**config.mk**
```make
export PLATFORM = sky130hd
export DESIGN_NAME = replace_plru
export DESIGN_NICKNAME = d
export VERILOG_FILES = /design/src/rtl/replace_plru.sv
export SDC_FILE = /design/constraint.sdc
export NUM_CORES = 2
export LEC_CHECK = 0
export CAP_MARGIN = 20
export CELL_PAD_IN_SITES_DETAIL_PLACEMENT = 1
export CELL_PAD_IN_SITES_GLOBAL_PLACEMENT = 1
export CORE_MARGIN = 1.5
export CORE_UTILIZATION = 35
export CTS_BUF_LIST = sky130_fd_sc_hd__clkbuf_8
export DETAILED_ROUTE_END_ITERATION = 7
export PLACE_DENSITY_LB_ADDON = 0.2
export SYNTH_ARGS = -nofsm -noshare
export SYNTH_HDL_FRONTEND = slang
export SYNTH_SLANG_ARGS = --single-unit
```
**constraint.sdc**
```tcl
create_clock -name clk -period 7.6 [get_ports clk]
set_input_delay 1.14 -clock clk [delete_from_list [all_inputs] [get_ports clk]]
set_output_delay 1.14 -clock clk [all_outputs]
set_load 0.02 [all_outputs]
```
**src/rtl/replace_plru.sv**
```systemverilog
// Per-set replacement engine: tree-PLRU per set (MODE=0) or shared 16-bit LFSR (MODE=1).
// Latency: miss_way is combinational from miss_index and state; updates visible next cycle.
// Backpressure: none; READ_PORT hits plus one allocation accepted every cycle, flush wins.
module replace_plru #(
  parameter int DEPTH      = 256,
  parameter int WAY_NUM    = 4,
  parameter int READ_PORT  = 1,
  parameter int MODE       = 0,
  parameter int WAY_WIDTH  = $clog2(WAY_NUM),
  parameter int ADDR_WIDTH = (DEPTH <= 1) ? 1 : $clog2(DEPTH)
) (
  input  logic                                  clk,
  input  logic                                  rst,
  input  logic [READ_PORT-1:0]                  hit_en,
  input  logic [READ_PORT-1:0][WAY_WIDTH-1:0]   hit_way,
  input  logic [READ_PORT-1:0][ADDR_WIDTH-1:0]  hit_index,
  input  logic [ADDR_WIDTH-1:0]                 miss_index,
  input  logic                                  miss_en,
  input  logic                                  flush,
  output logic [WAY_WIDTH-1:0]                  miss_way
);

  localparam int NODES = WAY_NUM - 1;

  // A single-set array has no meaningful index; always use set 0.
  function automatic logic [ADDR_WIDTH-1:0] set_sel(input logic [ADDR_WIDTH-1:0] idx);
    return (DEPTH == 1) ? '0 : idx;
  endfunction

  if (MODE == 0) begin : g_plru

    logic [DEPTH-1:0][NODES-1:0] tree_q, tree_d;
    logic [ADDR_WIDTH-1:0]       miss_set;

    // Walk from the root: a 0 bit steps left, a 1 bit steps right; the leaf is the victim.
    // Nodes are matched by comparison so the walk never needs a computed bit-select.
    function automatic logic [WAY_WIDTH-1:0] victim(input logic [NODES-1:0] row);
      int   node;
      logic b;
      node = 0;
      for (int l = 0; l < WAY_WIDTH; l++) begin
        b = 1'b0;
        for (int n = 0; n < NODES; n++) begin
          if (n == node) b = row[n];
        end
        node = 2 * node + 1 + int'(b);
      end
      return WAY_WIDTH'(node - NODES);
    endfunction

    // Point every node on the path to 'way' away from it; off-path nodes are untouched.
    function automatic logic [NODES-1:0] touch(input logic [NODES-1:0] row,
                                               input logic [WAY_WIDTH-1:0] way);
      logic [NODES-1:0] r;
      int               path;
      int               dir;
      r = row;
      for (int l = 0; l < WAY_WIDTH; l++) begin
        path = (1 << l) - 1 + (int'(way) >> (WAY_WIDTH - l));
        dir  = (int'(way) >> (WAY_WIDTH - 1 - l)) & 1;
        for (int n = 0; n < NODES; n++) begin
          if (n == path) r[n] = (dir == 0);
        end
      end
      return r;
    endfunction

    // Victim lookup straight off the registered tree of the miss set.
    always_comb begin
      miss_set = set_sel(miss_index);
      miss_way = victim(tree_q[miss_set]);
    end

    // Apply hits in port order, then the allocation, so later updates win per node.
    always_comb begin
      tree_d = tree_q;
      if (flush) begin
        tree_d = '0;
      end else begin
        for (int p = 0; p < READ_PORT; p++) begin
          if (hit_en[p]) begin
            tree_d[set_sel(hit_index[p])] = touch(tree_d[set_sel(hit_index[p])], hit_way[p]);
          end
        end
        if (miss_en) begin
          tree_d[miss_set] = touch(tree_d[miss_set], miss_way);
        end
      end
    end

    // Tree state register.
    always_ff @(posedge clk or negedge rst) begin
      if (!rst) tree_q <= '0;
      else      tree_q <= tree_d;
    end

  end else begin : g_lfsr

    logic [15:0] lfsr_q, lfsr_d;

    // Fibonacci LFSR, taps 16,14,13,11; steps once per allocation, flush reseeds.
    always_comb begin
      lfsr_d = lfsr_q;
      if (flush) begin
        lfsr_d = 16'h0001;
      end else if (miss_en) begin
        lfsr_d = {lfsr_q[14:0], lfsr_q[15] ^ lfsr_q[13] ^ lfsr_q[12] ^ lfsr_q[10]};
      end
      miss_way = lfsr_q[WAY_WIDTH-1:0];
    end

    // LFSR register.
    always_ff @(posedge clk or negedge rst) begin
      if (!rst) lfsr_q <= 16'h0001;
      else      lfsr_q <= lfsr_d;
    end

  end

endmodule
```
## Word-level counts from Yosys, hierarchy flattened

Index checks and enable logic that the tools add are counted.

| storage, ports and cells | value |
|---|---|
| ROM bits | 0 |
| logic and storage cells | 318 |
| memories kept | 0 |
| RAM bits | 0 |
| input bits | 23 |
| bits in registers | 768 |
| bits in latches | 0 |
| output and inout bits | 2 |

| operators by class | value |
|---|---|
| reductions and logical operators | 9 |
| bitwise gates (word level) | 0 |
| multipliers | 0 |
| magnitude comparators | 4 |
| equality and inequality tests | 6 |
| add/subtract/negate cells | 6 |
| multiplexer cells | 37 |
| shift operators | 0 |
| div/mod/pow operators | 0 |

Operators by type and width:

| operator | count |
|---|---|
| 2-to-1 mux 768 bit | 4 |
| bitwise mux 768 bit | 2 |
| zero test 32 bit | 7 |
| binary-select mux 3 bit (select 8 bit) | 3 |
| demux 3 bit (select 8 bit) | 2 |
| 2-to-1 mux 1 bit | 21 |
| < comparator 8 x 9 -> 1 bit, second input constant | 2 |
| >= comparator 8 x 1 -> 1 bit, second input constant | 2 |
| 2-to-1 mux 3 bit | 5 |
| adder 1 x 1 -> 2 bit, first input constant | 3 |
| equality test 1 x 2 -> 1 bit, first input constant | 3 |
| equality test 2 bit, first input constant | 3 |
| adder 2 x 1 -> 2 bit | 1 |
| adder 2 x 1 -> 2 bit, second input constant | 1 |
| logical AND 1 bit | 2 |
| subtractor 2 bit, second input constant | 1 |

## Depth between registers and ports, before layout

| logic depth | value |
|---|---|
| word-level depth | 17 |
| depth in mapped cells | 26 |
| mapped depth without buffers | 14 |

## Worst setup path before layout

OpenSTA, ideal clock, no wires.

| path | value |
|---|---|
| kind | input-to-output |
| start | input miss_index[0] |
| end | output miss_way[0] |
| buffers on the path | 10 |
| stages on the path | 19 |
| path slack | 0.968 ns |
| data arrival time | 5.492 ns |
| required time | 6.460 ns |
| cell sequence | clkbuf_1 > buf_2 > buf_4 > buf_4 > buf_2 > buf_2 > buf_2 > clkbuf_1 > mux4_2 > mux4_2 > a22oi_1 > nand4_1 > a31oi_1 > o21ai_0 > and2_1 > inv_1 > clkbuf_1 > clkbuf_1 > nand2_1 |

| on the way | value |
|---|---|
| longest elaborated chain between the ends | 9 |
| elaborated cells between the ends (all ways) | 11 |
| those cells by class | add/sub: 3; eq/ne: 2; mux: 5; reduce/logical: 1 |

Ends and longest elaborated chain:

| item | line | RTL |
|---|---|---|
| from (decl) | 17 | `input logic [ADDR_WIDTH-1:0] miss_index,` |
| binary-select mux 3 bit (select 8 bit) * | 71 | `miss_way = victim(tree_q[miss_set]);` |
| 2-to-1 mux 3 bit (not written as such) * | 71 |  |
| adder 1 x 1 -> 2 bit | 46 | `node = 2 * node + 1 + int'(b);` |
| zero test 32 bit | 44 | `if (n == node) b = row[n];` |
| 2-to-1 mux 1 bit (2 in series) | 44 |  |
| 2-to-1 mux 1 bit * | 44 |  |
| adder 2 x 1 -> 2 bit * | 46 |  |
| subtractor 2 bit * | 48 | `return WAY_WIDTH'(node - NODES);` |
| to (decl) | 20 | `output logic [WAY_WIDTH-1:0] miss_way` |

Mark *: on every way between the ends. The rest lies on a longest branch, timed or not. The select of a mux whose other input is x is not followed.

==> impl_summary.md <==
Cells and area
The share of cells above drive strength 1 is 16.5%. The number of flip-flops in the largest register is roughly 770. The synthesis-to-finish area growth is 15.4%. At the end of the flow, the number of nets in the layout was approximately 7.2k. The largest registers in the layout are g_plru.tree_q (768).

The largest register by flop count is g_plru.tree_q. Summing all non-filler instances in the final layout gives an area of 67300 µm². Counting the fill cells in the layout gives 19.6k.

The area occupied by registers is 19200 µm². The area taken by multi-input logic gates is 36500 µm².

Routing
The routed via count is 71.0k. Once detail routing completed, the nets flagged for antenna violations numbered 0. The routed wire length per instance is approximately 45 µm. The first routing iteration left 10.8k violations. The count of unresolved DRC violations after routing is 6. The count of TritonRoute iterations in the first routing pass is 8. The final wirelength is 434000 µm. The vias per cell is ~7.4.

Timing
The post-route fraction of the period consumed by the critical path is 105%. For the pin with the worst max-slew slack, the measured transition is around 1.3 ns. The max-slew violation total from the final report is 0. The final critical delay including setup and external delays is 8.00 ns. The final worst setup slack is -0.395 ns. The count of endpoints failing hold in the final timing report is 0. For the final database, setup skew stands at 0.0587 ns. Hold is met by 0.200 ns. The count of final setup violators is 325.

Timing would allow up to ~130 MHz. Setup repair after global routing left no endpoint under its margin. The worst slew slack as a fraction of its limit is 9.93%.

Global routing
The via count of the first global-routing pass was 67.7k. The first global-routing pass estimated 588000 µm of wire. Summed over all layers, the global routing overflow is 0.

The initial antenna violation count is between 60 and 70. The routing usage on met1 is 62.1%. The global routing met3 resource utilization is 22.3%. The met2 track demand over resource in global routing is about two thirds. Global routing consumed, over all layers together, roughly half of the routing resources.

The global routing stage identified its most utilized layer as met2. Entering global routing, the biggest net connects between 100 and 150 pins.

Pwr
The cell area power density is around 170 nW/µm². IR analysis of the VDD net gives a maximum drop of 215 µV. In this run the static leakage power is between 20 and 30 nW.

Placed design
The weighted congestion reported at the end of routability-driven placement is 1.10. After legalization and detailed placement, the total HPWL measured 305000 µm. Before CTS, the worst setup slack after placement is -0.508 ns.

After detailed placement, the total cell area comes to 63700 µm². The count of buffers added on input and output ports is 24.

Clock network
The clock edge transition at the registers on the reported setup and hold paths is 0.07 ns. The maximum root-to-sink buffer count is 3. The hold buffer count at cts is 0. The insertion delay of the later-clocked pin in the worst-skew pair is about 1.0 ns. The CTS H-tree depth is 4. The tree is rooted in a sky130_fd_sc_hd__clkbuf_8.

The post-CTS setup buffer count is 0. CTS saw between 700 and 800 sinks. The TritonCTS clock tree is built. Buffers inserted during clock tree synthesis total 158. Gates resized during post-CTS repair numbered 0.

Floorplan
The die is approximately 400 µm wide. Pin placement for this block handled 25 I/O pins. The die footprint is roughly 170000 µm². The core footprint is 165000 µm². The effective utilization at floorplan is 35.3%.

The floorplan has approximately 150 rows. The die span in y is 411 µm.

Synth
The synthesized flop and latch total is 768. The dominant synthesized flop cell is sky130_fd_sc_hd__dfrtp_1. The number of cells produced by synthesis is around 7.1k. The synthesized area is 58300 µm².

The number of nets in the synthesized netlist is 7169. Sorting the synthesized cells by area gives the leading types as sky130_fd_sc_hd__dfrtp_1 (33%), sky130_fd_sc_hd__mux4_2 (11%), sky130_fd_sc_hd__nand2_1 (7.5%). The count of different cell masters after synthesis is 95. Yosys printed 0 warnings. The async set-or-reset flop fraction in the synthesized netlist is 100%. Of the post-synthesis cell area, the dominant cell type holds 32.9%. The sequential area share after synthesis is around 33%. The most area-hungry cell type in the Yosys netlist is sky130_fd_sc_hd__dfrtp_1.

Each instance of the synthesized netlist takes up on average 8.16 µm². The number of synthesized flops with an enable pin is 0.

Critical path
STA classifies the critical path startpoint as an input pin. The arrival time at the worst endpoint is 8.84 ns. The critical path is of the input pin to flip-flop type. The worst flop-to-flop path startpoint is g_plru.tree_q[31]. The capturing element type of the critical path is a flip-flop. In this run the worst path has a maximum fanout of 21.

Across all register-to-register paths, the minimum setup slack is 0.78 ns. The data required time at the worst endpoint is 8.45 ns. Tracing the worst setup path back leads to its startpoint at hit_index[2].

Status
The final reports fail on design-rule violations, negative setup slack. The run finished, with violations left.

Min path
The class of the tightest hold or removal check is input pin to async pin.

Job
The tool flagged a number of max-cap violations equal to 0.
==> cell type report <==
cell class / count / area share (%)
diodes: 39 / 0.145
clock buffers: 208 / 4.25
clock inverters: 77 / 0.762
inverters: 12 / 0.0855
multi-input cells: 5719 / 54.3
flip-flops and latches: 768 / 28.6
well taps: 2189 / 4.07
repair buffers: 553 / 7.87
==> cells by family after synthesis <==
logic type | after synthesis | synth area share, %
simple gates | 2849 | 20.6
compound gates | 2361 | 26.3
flops | 768 | 32.9
buf+inv | 659 | 5.19
mux | 508 | 14.9
xor+xnor | 1 | 0.0150
==> cell usage in the layout (no fill, tap or decap), types with 37 or more instances in the layout <==
master                      netlist  layout
sky130_fd_sc_hd__nand3_1        322     322
sky130_fd_sc_hd__o211ai_1       186     186
sky130_fd_sc_hd__o22ai_1        109     109
sky130_fd_sc_hd__a211oi_1       299     299
sky130_fd_sc_hd__o41ai_1        142     141
sky130_fd_sc_hd__diode_2          0      39
sky130_fd_sc_hd__nor3_1          79      69
sky130_fd_sc_hd__nor2_1        1006     960
sky130_fd_sc_hd__buf_12           2      78
sky130_fd_sc_hd__o21ai_1         41      41
sky130_fd_sc_hd__o21ai_0        541     541
sky130_fd_sc_hd__a21oi_1        541     541
sky130_fd_sc_hd__mux4_2         288     288
sky130_fd_sc_hd__o2111ai_1       57      56
sky130_fd_sc_hd__inv_1            8      58
sky130_fd_sc_hd__clkbuf_8         0     208
sky130_fd_sc_hd__a31oi_1         72      72
sky130_fd_sc_hd__nand2_1       1165    1160
sky130_fd_sc_hd__o31ai_1         44      44
sky130_fd_sc_hd__nand4_1         37      37
sky130_fd_sc_hd__dfrtp_1        768     768
sky130_fd_sc_hd__buf_4           15     447
sky130_fd_sc_hd__a22oi_1         97      97
sky130_fd_sc_hd__mux2i_1        208     208
sky130_fd_sc_hd__or3_1           52      52
sky130_fd_sc_hd__nand2b_1        43      42
==> cells in the mapped netlist (all sizes together) (10+ instances only) <==
cell,instances
a2111oi,10
a211o,12
a211oi,300
a21oi,542
a221oi,16
a22o,11
a22oi,97
a311oi,16
a31oi,72
and2,28
and3,21
buf,196
clkbuf,451
dfrtp,768
mux2,12
mux2i,208
mux4,288
nand2,1166
nand2b,43
nand3,322
nand4,39
nor2,1008
nor2b,26
nor3,79
nor4,15
o2111ai,57
o211ai,186
o21a,10
o21ai,583
o221ai,13
o22ai,109
o311ai,19
o31a,13
o31ai,46
o32ai,24
o41ai,150
or2,10
or3,52
or4,16
==> layer usage <==
| layer | part of all wire, % | wire length, µm |
|---|---|---|
| met1 | 37 | 160000 |
| met3 | 14 | 62700 |
| met2 | 39 | 169000 |
| met4 | 9.7 | 42000 |
| met5 | 0.10 | 450 |
==> power by group <==
part / internal [W] / total [W] / switching [W] / leakage, nW
clock network: 0.00264 / 0.00494 / 0.00230 / 1.93
registers: 0.00411 / 0.00412 / 0.0000182 / 10.7
logic: 0.000509 / 0.00235 / 0.00184 / 12.9
==> worst max-delay path: stages <==
cell,delay (ns)
sky130_fd_sc_hd__clkdlybuf4s50_1,1.04
sky130_fd_sc_hd__nand2b_1,0.48
sky130_fd_sc_hd__buf_4,0.41
sky130_fd_sc_hd__a21oi_1,0.12
sky130_fd_sc_hd__o41ai_2,1.01
sky130_fd_sc_hd__nand4b_1,0.36
sky130_fd_sc_hd__and4_4,0.47
sky130_fd_sc_hd__nor2_4,0.36
sky130_fd_sc_hd__buf_12,0.23
sky130_fd_sc_hd__a21oi_1,0.10
sky130_fd_sc_hd__a211o_1,0.27
sky130_fd_sc_hd__o211ai_1,0.87
sky130_fd_sc_hd__nand2_1,0.14
sky130_fd_sc_hd__buf_4,0.26
sky130_fd_sc_hd__nor4_4,0.50
sky130_fd_sc_hd__nor2_4,0.11
sky130_fd_sc_hd__buf_12,0.20
sky130_fd_sc_hd__buf_12,0.18
sky130_fd_sc_hd__o41ai_1,0.41
==> path summary, 6_finish.rpt <==
kind / end / cells past startpoint
setup / recovery: g_plru.tree_q[211] / 19
setup reg to reg: g_plru.tree_q[355] / 17
hold reg to reg: g_plru.tree_q[561] / 2
hold / removal: g_plru.tree_q[356] / 1
max in group asynchronous: g_plru.tree_q[171] / 3
min in group clk: g_plru.tree_q[273] / 2
==> through the flow <==
| stage | power (W) | instances | TNS, ns | util [%] |
|---|---|---|---|---|
| floorplan | 0.00511 | 7146 | 0 | - |
| global placement | 0.00636 | 9233 | -307.67 | 38.5 |
| detailed placement | 0.00637 | 9235 | -165.83 | 38.6 |
| global route | 0.0115 | 9536 | 0 | 40.7 |
| CTS | 0.0113 | 9520 | 0 | 40.6 |
| finish | 0.0114 | 9565 | -42.91 | 40.7 |
Note: power is estimated with default switching activity, not from simulation.
